**config.mk**
```make
export PLATFORM = sky130hd
export DESIGN_NAME = load_store_unit
export DESIGN_NICKNAME = d
export VERILOG_FILES = /design/src/rtl/lsu_pkg.sv /design/src/rtl/lsu_align.sv /design/src/rtl/load_store_unit.sv
export SDC_FILE = /design/constraint.sdc
export NUM_CORES = 1
export LEC_CHECK = 0
export ABC_CLOCK_PERIOD_IN_PS = 3500
export CORE_ASPECT_RATIO = 1.2
export CORE_UTILIZATION = 51
export CTS_BUF_LIST = sky130_fd_sc_hd__clkbuf_16
export DETAILED_ROUTE_END_ITERATION = 7
export PLACE_DENSITY_LB_ADDON = 0.2
export SLEW_MARGIN = 10
export SYNTH_ARGS = -nofsm -noshare
export SYNTH_HDL_FRONTEND = slang
export SYNTH_SLANG_ARGS = --single-unit
```
**constraint.sdc**
```tcl
create_clock -name clk_i -period 3.5 [get_ports clk_i]
set_clock_uncertainty 0.05 [all_clocks]
set_input_delay 0.525 -clock clk_i [delete_from_list [all_inputs] [get_ports clk_i]]
set_output_delay 0.525 -clock clk_i [all_outputs]
set_load 0.01 [all_outputs]
```
**src/rtl/lsu_pkg.sv**
```systemverilog
// Shared definitions for the load/store unit.
//   - request size encodings
//   - FSM state encoding
//   - default memory depth in 32-bit words
package lsu_pkg;

    localparam logic [1:0] SIZE_B = 2'd0;
    localparam logic [1:0] SIZE_H = 2'd1;
    localparam logic [1:0] SIZE_W = 2'd2;

    localparam int LSU_MEM_WORDS = 512;

    typedef enum logic [1:0] {
        ST_IDLE   = 2'd0,
        ST_ACCESS = 2'd1,
        ST_MERGE  = 2'd2,
        ST_RESP   = 2'd3
    } lsu_state_e;

endpackage

```
**src/rtl/lsu_align.sv**
```systemverilog
// Combinational lane handling for the load/store unit.
//   size_i       : access size (byte / halfword / word)
//   unsigned_i   : 1 = zero-extend loads, 0 = sign-extend
//   lane_i       : byte offset within the word (addr[1:0])
//   rdata_i      : full memory word
//   wdata_i      : right-aligned store data
//   load_data_o  : extracted and extended load result
//   merge_data_o : rdata_i with the addressed lane replaced by store data
module lsu_align
    import lsu_pkg::*;
(
    input  logic [1:0]  size_i,
    input  logic        unsigned_i,
    input  logic [1:0]  lane_i,
    input  logic [31:0] rdata_i,
    input  logic [31:0] wdata_i,
    output logic [31:0] load_data_o,
    output logic [31:0] merge_data_o
);

    logic [7:0]  byte_sel;
    logic [15:0] half_sel;

    always_comb begin
        byte_sel = rdata_i[7:0];
        case (lane_i)
            2'd0:    byte_sel = rdata_i[7:0];
            2'd1:    byte_sel = rdata_i[15:8];
            2'd2:    byte_sel = rdata_i[23:16];
            default: byte_sel = rdata_i[31:24];
        endcase
        half_sel = lane_i[1] ? rdata_i[31:16] : rdata_i[15:0];
    end

    always_comb begin
        load_data_o = rdata_i;
        case (size_i)
            SIZE_B: load_data_o = unsigned_i ? {24'd0, byte_sel}
                                             : {{24{byte_sel[7]}}, byte_sel};
            SIZE_H: load_data_o = unsigned_i ? {16'd0, half_sel}
                                             : {{16{half_sel[15]}}, half_sel};
            default: load_data_o = rdata_i;
        endcase
    end

    always_comb begin
        merge_data_o = rdata_i;
        case (size_i)
            SIZE_B:  merge_data_o[{lane_i, 3'b000} +: 8]     = wdata_i[7:0];
            SIZE_H:  merge_data_o[{lane_i[1], 4'b0000} +: 16] = wdata_i[15:0];
            default: merge_data_o = wdata_i;
        endcase
    end

endmodule

```
**src/rtl/load_store_unit.sv**
```systemverilog
// Load/store unit between the execute stage and a word-addressed memory with
// asynchronous read and a full-word synchronous write enable. Sub-word stores
// are done as read-modify-write; bad requests are answered with an error and
// never reach memory.
//   clk_i, rst_ni             : clock, async active-low reset
//   req_*                     : request handshake from the core
//   rsp_valid_o/rdata_o/err_o : one-cycle response pulse
//   mem_*                     : memory port (mem_rdata_i is combinational)
//
// state  | meaning
// -------+------------------------------------------------------------
// IDLE   | ready for a request; checks it for errors on acceptance
// ACCESS | memory word addressed; load extract, word write or RMW read
// MERGE  | write back the word with the store lane replaced
// RESP   | response pulse to the core
module load_store_unit
    import lsu_pkg::*;
#(
    parameter int MEM_WORDS = LSU_MEM_WORDS
) (
    input  logic        clk_i,
    input  logic        rst_ni,
    input  logic        req_valid_i,
    output logic        req_ready_o,
    input  logic        req_we_i,
    input  logic [1:0]  req_size_i,
    input  logic        req_unsigned_i,
    input  logic [31:0] req_addr_i,
    input  logic [31:0] req_wdata_i,
    output logic        rsp_valid_o,
    output logic [31:0] rsp_rdata_o,
    output logic        rsp_err_o,
    output logic        mem_wen_o,
    output logic [31:0] mem_addr_o,
    output logic [31:0] mem_wdata_o,
    input  logic [31:0] mem_rdata_i
);

    lsu_state_e  state_q, state_d;
    logic [31:0] addr_q, addr_d;
    logic [31:0] wdata_q, wdata_d;
    logic [31:0] result_q, result_d;
    logic [31:0] merge_q, merge_d;
    logic [31:0] mem_addr_q, mem_addr_d;
    logic [1:0]  size_q, size_d;
    logic        we_q, we_d;
    logic        uns_q, uns_d;
    logic        err_q, err_d;

    logic        accept;
    logic        req_err;
    logic        in_mem_phase;
    logic        word_store;
    logic [31:0] word_addr;
    logic [31:0] align_rdata;
    logic [31:0] load_data;
    logic [31:0] merge_data;

    assign req_ready_o  = (state_q == ST_IDLE);
    assign accept       = req_valid_i & req_ready_o;
    assign in_mem_phase = (state_q == ST_ACCESS) || (state_q == ST_MERGE);
    assign word_store   = we_q && (size_q == SIZE_W);
    assign word_addr    = {addr_q[31:2], 2'b00};

    always_comb begin
        req_err = 1'b0;
        if (req_size_i == 2'd3)
            req_err = 1'b1;
        if ((req_size_i == SIZE_H) && req_addr_i[0])
            req_err = 1'b1;
        if ((req_size_i == SIZE_W) && (req_addr_i[1:0] != 2'b00))
            req_err = 1'b1;
        if (req_addr_i[31:2] >= 30'(MEM_WORDS))
            req_err = 1'b1;
    end

    // One aligner serves both the load path (live memory data in ACCESS) and
    // the store merge (captured word in MERGE).
    assign align_rdata = (state_q == ST_MERGE) ? merge_q : mem_rdata_i;

    lsu_align u_align (
        .size_i       (size_q),
        .unsigned_i   (uns_q),
        .lane_i       (addr_q[1:0]),
        .rdata_i      (align_rdata),
        .wdata_i      (wdata_q),
        .load_data_o  (load_data),
        .merge_data_o (merge_data)
    );

    always_comb begin
        state_d    = state_q;
        addr_d     = addr_q;
        wdata_d    = wdata_q;
        result_d   = result_q;
        merge_d    = merge_q;
        size_d     = size_q;
        we_d       = we_q;
        uns_d      = uns_q;
        err_d      = err_q;
        mem_addr_d = in_mem_phase ? word_addr : mem_addr_q;

        case (state_q)
            ST_IDLE: begin
                if (accept) begin
                    addr_d   = req_addr_i;
                    wdata_d  = req_wdata_i;
                    size_d   = req_size_i;
                    we_d     = req_we_i;
                    uns_d    = req_unsigned_i;
                    err_d    = req_err;
                    result_d = 32'd0;
                    state_d  = req_err ? ST_RESP : ST_ACCESS;
                end
            end
            ST_ACCESS: begin
                if (!we_q) begin
                    result_d = load_data;
                    state_d  = ST_RESP;
                end else if (size_q == SIZE_W) begin
                    state_d  = ST_RESP;
                end else begin
                    merge_d  = mem_rdata_i;
                    state_d  = ST_MERGE;
                end
            end
            ST_MERGE: state_d = ST_RESP;
            ST_RESP:  state_d = ST_IDLE;
            default:  state_d = ST_IDLE;
        endcase
    end

    always_ff @(posedge clk_i or negedge rst_ni) begin
        if (!rst_ni) begin
            state_q    <= ST_IDLE;
            addr_q     <= 32'd0;
            wdata_q    <= 32'd0;
            result_q   <= 32'd0;
            merge_q    <= 32'd0;
            mem_addr_q <= 32'd0;
            size_q     <= 2'd0;
            we_q       <= 1'b0;
            uns_q      <= 1'b0;
            err_q      <= 1'b0;
        end else begin
            state_q    <= state_d;
            addr_q     <= addr_d;
            wdata_q    <= wdata_d;
            result_q   <= result_d;
            merge_q    <= merge_d;
            mem_addr_q <= mem_addr_d;
            size_q     <= size_d;
            we_q       <= we_d;
            uns_q      <= uns_d;
            err_q      <= err_d;
        end
    end

    // Write enable comes straight from the state register so a reset in
    // MERGE kills the pending write without waiting for a clock.
    assign mem_wen_o   = ((state_q == ST_ACCESS) && word_store) || (state_q == ST_MERGE);
    assign mem_addr_o  = in_mem_phase ? word_addr : mem_addr_q;
    assign mem_wdata_o = (state_q == ST_MERGE)                  ? merge_data :
                         ((state_q == ST_ACCESS) && word_store) ? wdata_q    : 32'd0;

    assign rsp_valid_o = (state_q == ST_RESP);
    assign rsp_err_o   = rsp_valid_o && err_q;
    assign rsp_rdata_o = (rsp_valid_o && !we_q && !err_q) ? result_q : 32'd0;

endmodule
```
==> results of run 1 <==
## per-layer routing
metal	track usage [%]	wire, microns	vias to the layer above
met5	0	0	-
met4	14.5	1200	0
met3	8.72	2410	86
met2	49.7	13200	417
met1	38.1	10300	3723
li1	-	-	3444
## power breakdown
part | switching, mW | internal (mW) | leakage, nW
Sequential | 0.686 | 2.83 | 2.04
Clock | 0.827 | 1.21 | 0.315
Combinational | 3.47 | 3.42 | 2.60
## cell families after synthesis
family,count (synthesis)
compound gates,227
mux,178
flops,167
simple gates,141
buf+inv,82
fa+ha+maj,11
## worst max path at each step
stage | start | endpoint | slack (ns)
floorplan | addr_q[1]$_DFFE_PN0P_ | mem_wdata_o[0] | 0.48
global placement | state_q[1]$_DFFE_PN0P_ | mem_wdata_o[31] | 0.50
detailed placement | addr_q[0]$_DFFE_PN0P_ | mem_wdata_o[2] | 0.47
CTS | addr_q[0]$_DFFE_PN0P_ | mem_wdata_o[2] | 0.002
global route | addr_q[1]$_DFFE_PN0P_ | mem_wdata_o[18] | -0.02
finish | addr_q[1]$_DFFE_PN0P_ | mem_wdata_o[8] | 0.03
## sequential cells by signal, summed over array words and instances, names as in the netlist
name	count
uns_q	1
wdata_q	32
state_q	2
merge_q	32
size_q	2
we_q	1
result_q	32
addr_q	32
mem_addr_q	32
err_q	1
## cell usage in the layout (no fill, tap or decap), drive strengths merged, types with 2 or more instances in the layout
master / netlist / final
o22ai: 14 / 14
nor2b: 6 / 6
nor4: 4 / 4
nor2: 15 / 15
bufinv: 0 / 4
nand2: 49 / 49
o21a: 4 / 4
inv: 12 / 21
nor3: 6 / 6
mux2i: 34 / 34
or4: 2 / 2
and3: 2 / 2
clkdlybuf4s50: 0 / 199
clkinv: 2 / 3
a32o: 7 / 7
a22o: 11 / 11
and2: 34 / 34
or2: 2 / 2
o211ai: 15 / 15
nand2b: 4 / 4
a21oi: 37 / 37
a221oi: 2 / 2
nand3: 11 / 11
dfrtp: 167 / 167
buf: 32 / 47
mux2: 143 / 143
a31oi: 28 / 28
ha: 11 / 11
a32oi: 10 / 10
a222oi: 4 / 4
nor4bb: 2 / 2
a22oi: 45 / 45
o2bb2ai: 30 / 30
o21ai: 14 / 14
dlymetal6s2s: 0 / 2
clkbuf: 36 / 17
## area by class of cell
type,count,area (sq um)
clock inverter,15,211
fill,1287,4980
timing repair buffer,248,2450
multi-input combinational,557,4540
inverter,14,52.6
clock buffer,17,425
sequential,167,4180
tap,216,270
## per-stage QoR
stage	worst slack (ns)	total power, mW
2_1_floorplan	0.484	7.50
3_3_place_gp	0.504	10.1
3_5_place_dp	0.469	10.2
4_1_cts	0.00226	12.4
5_1_grt	-0.0250	13.1
6_report	0.0316	12.4
## synthesized netlist by cell type, types with 5 or more instances
master,number,share of area (%)
nand3_1,11,0.61
a31oi_1,28,1.9
o21ai_0,14,0.78
nor2b_1,6,0.42
o22ai_1,14,0.97
a32o_1,7,0.78
clkbuf_1,36,1.5
a22o_1,11,1.1
a21oi_1,36,2.0
inv_1,12,0.50
nor2_1,14,0.58
buf_2,15,0.83
a22oi_1,45,3.7
a32oi_1,10,0.97
mux2i_1,32,3.5
dfrtp_1,167,46
nor3_1,5,0.28
mux2_2,142,18
ha_1,11,1.5
and2_1,34,2.4
buf_1,10,0.42
nand2_1,49,2.0
o211ai_1,15,1.2
o2bb2ai_1,30,2.9
## timing repair
action                                 in CTS  in global routing
endpoints found under the hold margin       0                  0
pin swaps                                   0                  4
gates resized for setup                     2                 14
buffers inserted                            0                  1
hold buffers                                0                  0
setup endpoints to repair                   3                 31
==> metrics, run 1 <==
status=completed; Worst-Margin Slew=between 0.8 and 0.9 ns; RSZ-0062 raised after global routing=true; Clock Sinks=167; Net Count, Synth=920; Pwr Density=between 1000 and 1500 nW/um^2; CP Cell Sequence=inv_1, buf_4, ha_1, and4b_2, o2bb2ai_1, a22oi_1, a31oi_1, clkdlybuf4s50_1; Yosys reg bits=167; WP data arrival=slightly below 3 ns; slew margin rel.=between 40% and 50%; DPL Wire Length=19400 microns; Num CTS Buffers=17; period utilization=between 90% and 100%; first-pass GRT wire length=between 40000 and 50000 microns; 1st-pass router iterations=5; CP Depth=8; Synth Area in Adders=1.52%; Std-Cell Rows=52; CP Data Required Time=a little under 3 ns; DR vias/cell=roughly 6.2; Leak Pwr=between 4 and 5 nW; CTS tree=done; vias in the first global route=approximately 7700; area of the mapped netlist=9030 sq um; Avg Cell Area, Syn=about 11 sq um; Max Fclk=0.288 GHz; Starting Density=52.8%; TNS Setup=0 ns; Post-Synth Simple-Gate Area=under 10%; DRT Wirelength=between 20000 and 30000 microns; final hold slack=0.0378 ns; crit-path leading delay family=buffers and inverters; ys async rst share=100%; Finished Layout Cells=about 1200; Antenna Diode Count=0; Synth Area in Compound Gates=18.0%; post-synthesis mux area share=22.0%; worst-case reg-to-reg path depth=8; Post-synth EDFFs=0; crit-path max FO=22; Port Buffer Count=around 200; Reg-to-Reg End=result_q[2]$_DFFE_PN0P_; initial DRC count=between 700 and 800; final setup fails=0; Final Max Tran Viols=0; Max-Cap Viols=0; Reg2Reg Setup Slack=between 0.9 and 1 ns; Vias=between 7000 and 8000; Congestion Overflow GR=0; Final Hold Viols=0; Max stage delay on crit path=0.59 ns; layout cell share with drive strength beyond 1=a little under a quarter; Crit-path slowest cell=clkdlybuf4s50_1; Root Buffer=clkbuf_16; number of routed nets with antenna violations=0; DP Area=between 10000 and 15000 sq um; clock buffer depth=2; NumNets Final=about 1100; Worst setup EP type=output port; Placer Congestion=between 0.9 and 1; initial antenna violation count=0; DRC Markers=0; Die Area=around 18000 sq um; Synth cell types=between 50 and 60; FF-to-FF Start=state_q[0]$_DFFE_PN0P_; Hold WC Path Type=input port to async pin; maximum vdd ir drop=712 uV; synth warn=0; I/O pin cnt=slightly above 200; Util after Layout=70.9%; largest net degree at the start of global routing=70; WP buf/inv=3; Die Y=approximately 150 microns; WS Path Type=flop to output port; routed len/inst=21.9 microns; core area=around 17000 sq um; area delta synth->final=34.3%; Worst-path clk slew=around 0.070 ns; H-tree depth=4; DP Cell Count=about 1200; Seq/Total Area, Yosys=between 40% and 50%; largest family of logic cells by synthesized area=multiplexers; GR Util All Layers=between 30% and 40%; Synth Area in XOR/XNOR=0%; Worst Setup Start Kind=flop; worst skew pair latency=around 0.43 ns; Finished Cell Area=12100 sq um; cells after synthesis=between 800 and 900; die width=approximately 120 microns; primary flip-flop cell chosen by synthesis mapping=dfrtp_1; Period minus WS final=3.47 ns
Power figures use the tool's default switching activity.
==> run 2, diff against run 1 <==
Settings changed: SETUP_SLACK_MARGIN set to 0.3.
==> run 2 against run 1 <==
  * Die area is the same
  * Register-to-register slack gained 0.06 ns
  * Clock power is essentially flat
  * Largest cell class unchanged
  * Highest routed layer unchanged
==> metrics, run 2 (synthesis gave the netlist of run 1 again) <==
status=completed; Util after Layout=around 73%; CP Cell Sequence=inv_4, buf_12, ha_1, and4b_2, o2bb2ai_1, a22oi_1, a31oi_2, clkdlybuf4s50_1; Clock Sinks=167; WP data arrival=approximately 2.7 ns; Worst-Margin Slew=0.826 ns; core area=~17000 sq um; Num CTS Buffers=17; Clk network pwr share=between 15 and 20%; Final Hold Viols=0; Root Buffer=clkbuf_16; NumNets Final=1141; Reg power frac=27.7%; most frequent cells in the layout=clkdlybuf4s50_1, dfrtp_1, mux2_2, buf_4, nand2_1; number of routed nets with antenna violations=0; DRT Wirelength=approximately 28000 microns; crit-path max FO=22; die width=123 microns; I/O pin cnt=just over 200; Period minus WS final=between 3 and 4 ns; GR Util All Layers=between 30% and 40%; Worst-path clk slew=roughly 0.07 ns; routed len/inst=roughly 22 microns; Finished Cell Area=roughly 12000 sq um; largest net degree at the start of global routing=70; Vias=7890; combinational share of power=between 50% and 60%; Congestion Overflow GR=0; CTS tree=done; first-pass GRT wire length=43200 microns; vias in the first global route=about 8000; Max Fclk=slightly above 0.3 GHz; sw power=approximately 5.2 mW; CP Data Required Time=roughly 2.9 ns; maximum vdd ir drop=709 uV; Pwr Density=a little over 1000 nW/um^2; RSZ-0062 raised after global routing=true; Worst Setup Start Kind=flop; Sw Ratio=around two fifths; DP Area=11400 sq um; layout cell share with drive strength beyond 1=a little over a quarter; cts hold-fix bufs=0; Reg area=around 4200 sq um; WS Path Type=flop to output port; period utilization=approximately 93%; initial DRC count=approximately 810; WP buf/inv=3; Starting Density=52.8%; Crit-path slowest cell=clkdlybuf4s50_1; Final Max Tran Viols=0; Reg2Reg Setup Slack=1.03 ns; Leak Pwr=about 5.2 nW; Max-Cap Viols=0; H-tree depth=4; worst skew pair latency=0.43 ns; Reg-to-Reg End=result_q[28]$_DFFE_PN0P_; slew margin rel.=44.9%; Die Area=~18000 sq um; DPL Wire Length=19400 microns; Max stage delay on crit path=slightly below 0.6 ns; DRC Markers=0; area occupied by multi-input gates=roughly 4700 sq um; crit-path leading delay family=buffers and inverters; Worst setup EP type=output port; clock buffer depth=2; Port Buffer Count=between 200 and 250; Filler cells=about 1200; commonest non-fill, non-tap cell in the layout=clkdlybuf4s50_1; Die Y=148 microns; Hold WC Path Type=input port to async pin; internal power=between 7 and 8 mW; FF-to-FF Start=state_q[0]$_DFFE_PN0P_; area delta synth->final=38.0%; 1st-pass router iterations=6; final setup fails=0; Antenna Diode Count=0; TNS Setup=0 ns; Placer Congestion=about 0.98; initial antenna violation count=0; Std-Cell Rows=52; worst-case reg-to-reg path depth=9; DR vias/cell=between 6 and 7
[run 2: cell count changes in the layout (fill, tap and decap cells not counted), sizes merged]
cell           previous run  this run
bufbuf                    0         2
buf                      47        67
clkdlybuf4s15             0         5
inv                      21        20
clkbuf                   17        21
dlygate4sd2               0        20
clkinvlp                  1         2
clkdlybuf4s50           199       170
[run 2: area by class of cell]
class | count | area share (%)
multi-input cells | 557 | 37.4
flip-flops and latches | 167 | 33.6
repair buffers | 270 | 21.3
clock buffers | 17 | 3.42
well taps | 216 | 2.17
clock inverters | 15 | 1.70
inverters | 14 | 0.482
[run 2: how the worst max path moves through the flow]
stage                           startpoint  slack, ns  cells after the start              end
floorplan            addr_q[1]$_DFFE_PN0P_       0.48                      8   mem_wdata_o[0]
global placement    state_q[1]$_DFFE_PN0P_       0.50                      8  mem_wdata_o[31]
detailed placement   addr_q[0]$_DFFE_PN0P_       0.47                      7   mem_wdata_o[2]
CTS                 state_q[0]$_DFFE_PN0P_       0.15                      8  mem_wdata_o[15]
global route         addr_q[1]$_DFFE_PN0P_       0.18                      8  mem_wdata_o[15]
finish               addr_q[1]$_DFFE_PN0P_       0.25                      8  mem_wdata_o[15]
[run 2: power groups by stage]
| stage | registers, mW | logic [mW] | clock network, mW |
|---|---|---|---|
| after detailed placement | 3.51 | 6.74 | 0 |
| final | 3.55 | 7.23 | 2.05 |
| after global routing | 3.63 | 7.69 | 2.15 |
| after floorplan | 3.23 | 4.27 | 0 |
| after global placement | 3.46 | 6.63 | 0 |
| after CTS | 3.50 | 6.96 | 2.07 |
[run 2: worst register-to-register path: stages (launching register included)]
cell and delay, ns:
dfrtp_1 0.41, inv_2 0.11, ha_4 0.20, buf_4 0.13, bufbuf_16 0.27, mux2i_1 0.33, o22ai_1 0.21, o211ai_1 0.21
buf_4 0.27, a31oi_1 0.14
[run 2: repair_timing]
| action | in CTS | in global routing |
|---|---|---|
| gates cloned | 2 | 0 |
| gates resized for setup | 59 | 33 |
| pin swaps | 6 | 5 |
| endpoints found under the setup margin | 33 | 51 |
| setup buffers | 9 | 12 |
[run 2: metal layers]
metal / wire, microns / GRT usage [%]
met5: 0 / 0
met4: 1650 / 18.8
met3: 2560 / 7.91
met2: 13300 / 50.0
met1: 10400 / 38.6
[run 2: metrics by stage]
step | instances | total power, mW | hold WS (ns) | setup WS [ns]
5_1_grt | 1256 | 13.5 | 0.0855 | 0.175
4_1_cts | 1244 | 12.5 | 0.0562 | 0.150
3_3_place_gp | 1201 | 10.1 | 0.428 | 0.504
2_1_floorplan | 806 | 7.50 | 0.179 | 0.484
3_5_place_dp | 1201 | 10.2 | 0.424 | 0.469
6_report | 1256 | 12.8 | 0.0226 | 0.247
==> run 3, diff against run 2 <==
Settings changed: PLACE_DENSITY set to 0.87, PLACE_DENSITY_LB_ADDON 0.2 to unset.
==> run 3 against run 2 <==
  * Critical path depth unchanged
  * Sequential power about the same
  * Die area stayed put
  * Design area up 0.52%
  * First-iteration DRC count up 7.5%
  * Clock power down 9.8%
  * Core utilization up 0.38 points
==> metrics, run 3 (synthesis gave the netlist of run 1 again) <==
Reg-to-Reg End=result_q[9]$_DFFE_PN0P_; DRC Markers=0; worst skew pair latency=0.43 ns; area delta synth->final=38.7%; Hold WC Path Type=input port to async pin; die width=123 microns; RSZ-0062 raised after global routing=true; slew margin rel.=around 46%; Final Max Tran Viols=0; area occupied by multi-input gates=approximately 4700 sq um; maximum vdd ir drop=approximately 700 uV; most frequent cells in the layout=clkdlybuf4s50_1, dfrtp_1, mux2_2, buf_4, nand2_1; H-tree depth=4; Final Hold Viols=0; DPL Wire Length=~21000 microns; Port Buffer Count=between 200 and 250; GRT met2 Usage=between 50% and 60%; initial DRC count=874; Worst-Margin Slew=between 0.8 and 0.9 ns; Starting Density=52.8%; worst-case reg-to-reg path depth=7; first-pass GRT wire length=around 46000 microns; busiest layer in global routing=met2; WP buf/inv=4; CP Cell Sequence=inv_2, ha_4, buf_12, buf_16, mux2_2, a222oi_1, nor2_1, dlygate4sd2_1; initial antenna violation count=0; Vias=~8000; Worst Setup Start Kind=flop; Max-Cap Viols=0; Antenna Diode Count=0; layout cell share with drive strength beyond 1=between 20% and 30%; Clock Sinks=between 150 and 200; Num CTS Buffers=17; GR Util All Layers=roughly a third; Die Area=18200 sq um; Congestion Overflow GR=0; Max stage delay on crit path=0.42 ns; WP data arrival=2.66 ns; CP Data Required Time=2.92 ns; TNS Setup=0 ns; largest net degree at the start of global routing=approximately 70; Root Buffer=clkbuf_16; Period minus WS final=~3.2 ns; routed len/inst=24.0 microns; DP Area=between 10000 and 15000 sq um; period utilization=~92%; Filler cells=1184; Pwr Density=roughly 1000 nW/um^2; Die Y=between 100 and 150 microns; Std-Cell Rows=52; Placer Congestion=0.981; Reg2Reg Setup Slack=~0.78 ns; crit-path leading delay family=buffers and inverters; met1 Use GR=39.7%; status=completed; final setup fails=0; vias in the first global route=between 8000 and 9000; Worst setup EP type=output port; crit-path max FO=12; NumNets Final=approximately 1100; DRT Wirelength=30300 microns; grt met3 use=9.72%; WS Path Type=flop to output port; I/O pin cnt=203; cts hold-fix bufs=0; FF-to-FF Start=state_q[0]$_DFFE_PN0P_; Reg area=roughly 4200 sq um; commonest non-fill, non-tap cell in the layout=clkdlybuf4s50_1; CTS tree=done; core area=about 17000 sq um; DR vias/cell=6.41; 1st-pass router iterations=8; Crit-path slowest cell=dfrtp_1; Leak Pwr=5.24 nW; Finished Cell Area=roughly 13000 sq um; Max Fclk=just over 0.3 GHz; clock buffer depth=2; Worst-path clk slew=roughly 0.07 ns; number of routed nets with antenna violations=0
run 3: cell types whose count changed in the layout (fill, tap and decap cells not counted), sizes merged:
cell | before | now
clkinv | 3 | 7
buf | 67 | 72
clkdlybuf4s15 | 5 | 1
inv | 20 | 17
clkinvlp | 2 | 5
clkdlybuf4s50 | 170 | 169
dlymetal6s2s | 2 | 3
dlygate4sd2 | 20 | 22
bufinv | 4 | 0
bufbuf | 2 | 3
mux2 | 143 | 144
clkbuf | 21 | 24
run 3: layer usage:
layer,vias to the layer above,routed length (microns)
met1,3955,10900
met5,-,0
met4,0,1860
met3,137,2930
li1,3499,-
met2,515,14700
run 3: worst max path at each step:
| stage | cells after the start | end | slack (ns) | start |
|---|---|---|---|---|
| floorplan | 8 | mem_wdata_o[0] | 0.48 | addr_q[1]$_DFFE_PN0P_ |
| global placement | 8 | mem_wdata_o[14] | 0.40 | state_q[0]$_DFFE_PN0P_ |
| detailed placement | 8 | mem_wdata_o[14] | 0.42 | state_q[0]$_DFFE_PN0P_ |
| CTS | 8 | mem_wdata_o[14] | 0.15 | addr_q[1]$_DFFE_PN0P_ |
| global route | 9 | mem_wdata_o[9] | 0.14 | state_q[0]$_DFFE_PN0P_ |
| finish | 8 | mem_wdata_o[9] | 0.27 | state_q[0]$_DFFE_PN0P_ |
run 3: worst register-to-register path: cells and delay by family, from the launching register on:
| family | cells | cell delay [ns] |
|---|---|---|
| and+or+nand+nor | 3 | 1.06 |
| buffers and inverters | 2 | 0.22 |
| AOI/OAI and AO/OA | 1 | 0.61 |
| DFF | 1 | 0.40 |
| adders and majority gates | 1 | 0.29 |
run 3: layout make-up:
type                       instances  area share [%]
clock inverter                    15            1.29
clock buffer                      17            3.40
tap                              216            2.16
inverter                          14           0.480
multi-input combinational        558            37.2
timing repair buffer             277            22.1
sequential                       167            33.4
run 3: power breakdown:
part           leakage, nW  internal (mW)  switching, mW
logic                 2.93           3.73           3.77
registers             2.03           2.83          0.736
clock network        0.274          0.953          0.896
total                 5.24           7.51           5.40
run 3: what timing repair did:
action                                  in CTS  in global routing
resized for setup                           60                 30
pin swaps                                    4                  6
endpoints found under the setup margin      32                 46
gates cloned                                 4                  2
setup buffers                               13                  7
run 3: metrics by stage:
stage / instances / worst slack, ns / power [mW] / hold WS [ns] / utilization (%)
2_1_floorplan: 806 / 0.484 / 7.50 / 0.179 / -
5_1_grt: 1264 / 0.141 / 13.5 / 0.0680 / 73.2
6_report: 1264 / 0.267 / 12.9 / 0.0238 / 73.2
3_3_place_gp: 1206 / 0.397 / 10.2 / 0.427 / 66.9
3_5_place_dp: 1206 / 0.423 / 10.4 / 0.434 / 66.9
4_1_cts: 1255 / 0.148 / 12.6 / 0.0490 / 72.2
==> patch, RTL diff (config.mk and constraints of run 2) <==
Reset style: synchronous (`rst_ni`), changed in one clocked block. Comments in the files are not updated.
--- a/src/rtl/load_store_unit.sv
+++ b/src/rtl/load_store_unit.sv
@@ -130,7 +130,7 @@
         endcase
     end
 
-    always_ff @(posedge clk_i or negedge rst_ni) begin
+    always_ff @(posedge clk_i) begin
         if (!rst_ni) begin
             state_q    <= ST_IDLE;
             addr_q     <= 32'd0;
Check against the original RTL: differs if rst_ni is asserted again (counterexample within 4 cycles, from zero or initial values and one cycle with rst_ni low); with rst_ni held inactive, the same outputs for 4 cycles.
==> patch against run 2 <==
- final area decreased by 6.9%
- worst hold slack improved by 0.36 ns
- final cell count increased by 14%
- sequential cell count unchanged
- synthesized area decreased by 7.3%
- utilization increased by 0.46 points
- via count increased by 2.5%
- routed wire length decreased by 4.6%
- worst setup slack improved by 0.17 ns
Power is not compared: it rests on default switching activity, and its combinational part moved more than twofold at a synthesized area within 25%.
==> patch: results <==
set metrics [dict create \
    dr_wl_met2_um 13000 \
    syn_inst 1027 \
    final.fill_count 1253 \
    crit_path_max_incr_delay_ns 0.39 \
    vias 8090 \
    gr-usage-met3_pct 8.25 \
    grt_pass1_vias 7653 \
    dpl_worst_slack_ns 0.163 \
    dr.pass1.iters 5 \
    cp-endpoint "mem_wdata_o[12]" \
    r2r_slack_ns 0.99 \
    hp-start "result_q[9]" \
    wl_met3_um 2140 \
    grt_max_degree 79 \
    grtUsageMet1_pct 37.3 \
    slowest_stage "dfxtp_1" \
    setup_tns_ns 0 \
    netlist_top_cells_count "nand2_1 (281), dfxtp_1 (167), a21boi_0 (101), clkbuf_1 (67), and2_1 (66)" \
    finalNonFillerCells 1434 \
    port_buffers 202 \
    worstPathArrival_ns 2.51 \
    async_reset_ff_share_pct 0 \
    clk_latency_ns 0.43 \
    worstHoldPathCells 2 \
    p_leak_nw 4.70 \
    clk_pin_slew_ns 0.06 \
    root_buffer "clkbuf_16" \
    seq_area_frac_synth_pct 39.9 \
    use_met2_pct 53.2 \
    antenna_found_initial 0 \
    final_layout_size_suffix_gt1_share_pct 13.1 \
    dp_hpwl_um 18900 \
    ys_top_cells_by_area "dfxtp_1 (40%), nand2_1 (13%), a21boi_0 (9.1%), mux2_2 (6.3%), and2_1 (4.9%)" \
    h-tree-depth 4 \
    ctsResizeCount 42 \
    crit_fanout 11 \
    ir_drop_mv 0.428 \
    cts_setup_buffers 3 \
    nets 1329 \
    wl_met1_um 10400 \
    fin_crit_sh_pct 88.1 \
    status "complete, no violations" \
    numCtsBuffers 17 \
    synth_fp_nets 1141 \
    worst_pin_slew_ns 0.686 \
    track_usage_pct 31.6 \
    wl_um 26700 \
    routed.top_layer "met4" \
    ff2ff_path_depth 8 \
    whs_ns 0.382 \
    place_congestion 1.03 \
    drt_iter0_markers 603 \
    grt_pass1_wl_um 41300 \
    synth.distinct_cells 49 \
    startpoint "state_q[0]" \
    r2r_end "result_q[30]" \
    hold_path_end "result_q[9]" \
    min_path_type "flip-flop to flip-flop" \
]
patch: where the power goes:
part	switching (mW)	internal [mW]
logic	1.59	1.34
registers	0.204	2.18
clock network	0.800	1.05
total	2.59	4.57
patch: metrics by stage:
step	util, %	cell area (um2)
2_1_floorplan	-	8370
3_3_place_gp	67.1	10600
3_5_place_dp	67.1	10600
4_1_cts	72.0	11400
5_1_grt	73.2	11600
6_report	73.2	11600
patch: kinds of logic after synthesis:
| kind of cell | count (synthesis) | share of synthesized area (%) |
|---|---|---|
| compound gates | 273 | 23.2 |
| buf+inv | 94 | 4.57 |
| flops | 167 | 39.9 |
| fa+ha+maj | 11 | 1.64 |
| mux | 65 | 8.49 |
| simple gates | 417 | 22.1 |
patch: final cells by class:
type                    count  area share (%)
clock inverters            13            1.26
flip-flops and latches    167            28.9
repair buffers            247            21.7
multi-input cells         766            41.7
well taps                 208            2.25
clock buffers              17            3.67
inverters                  16           0.550
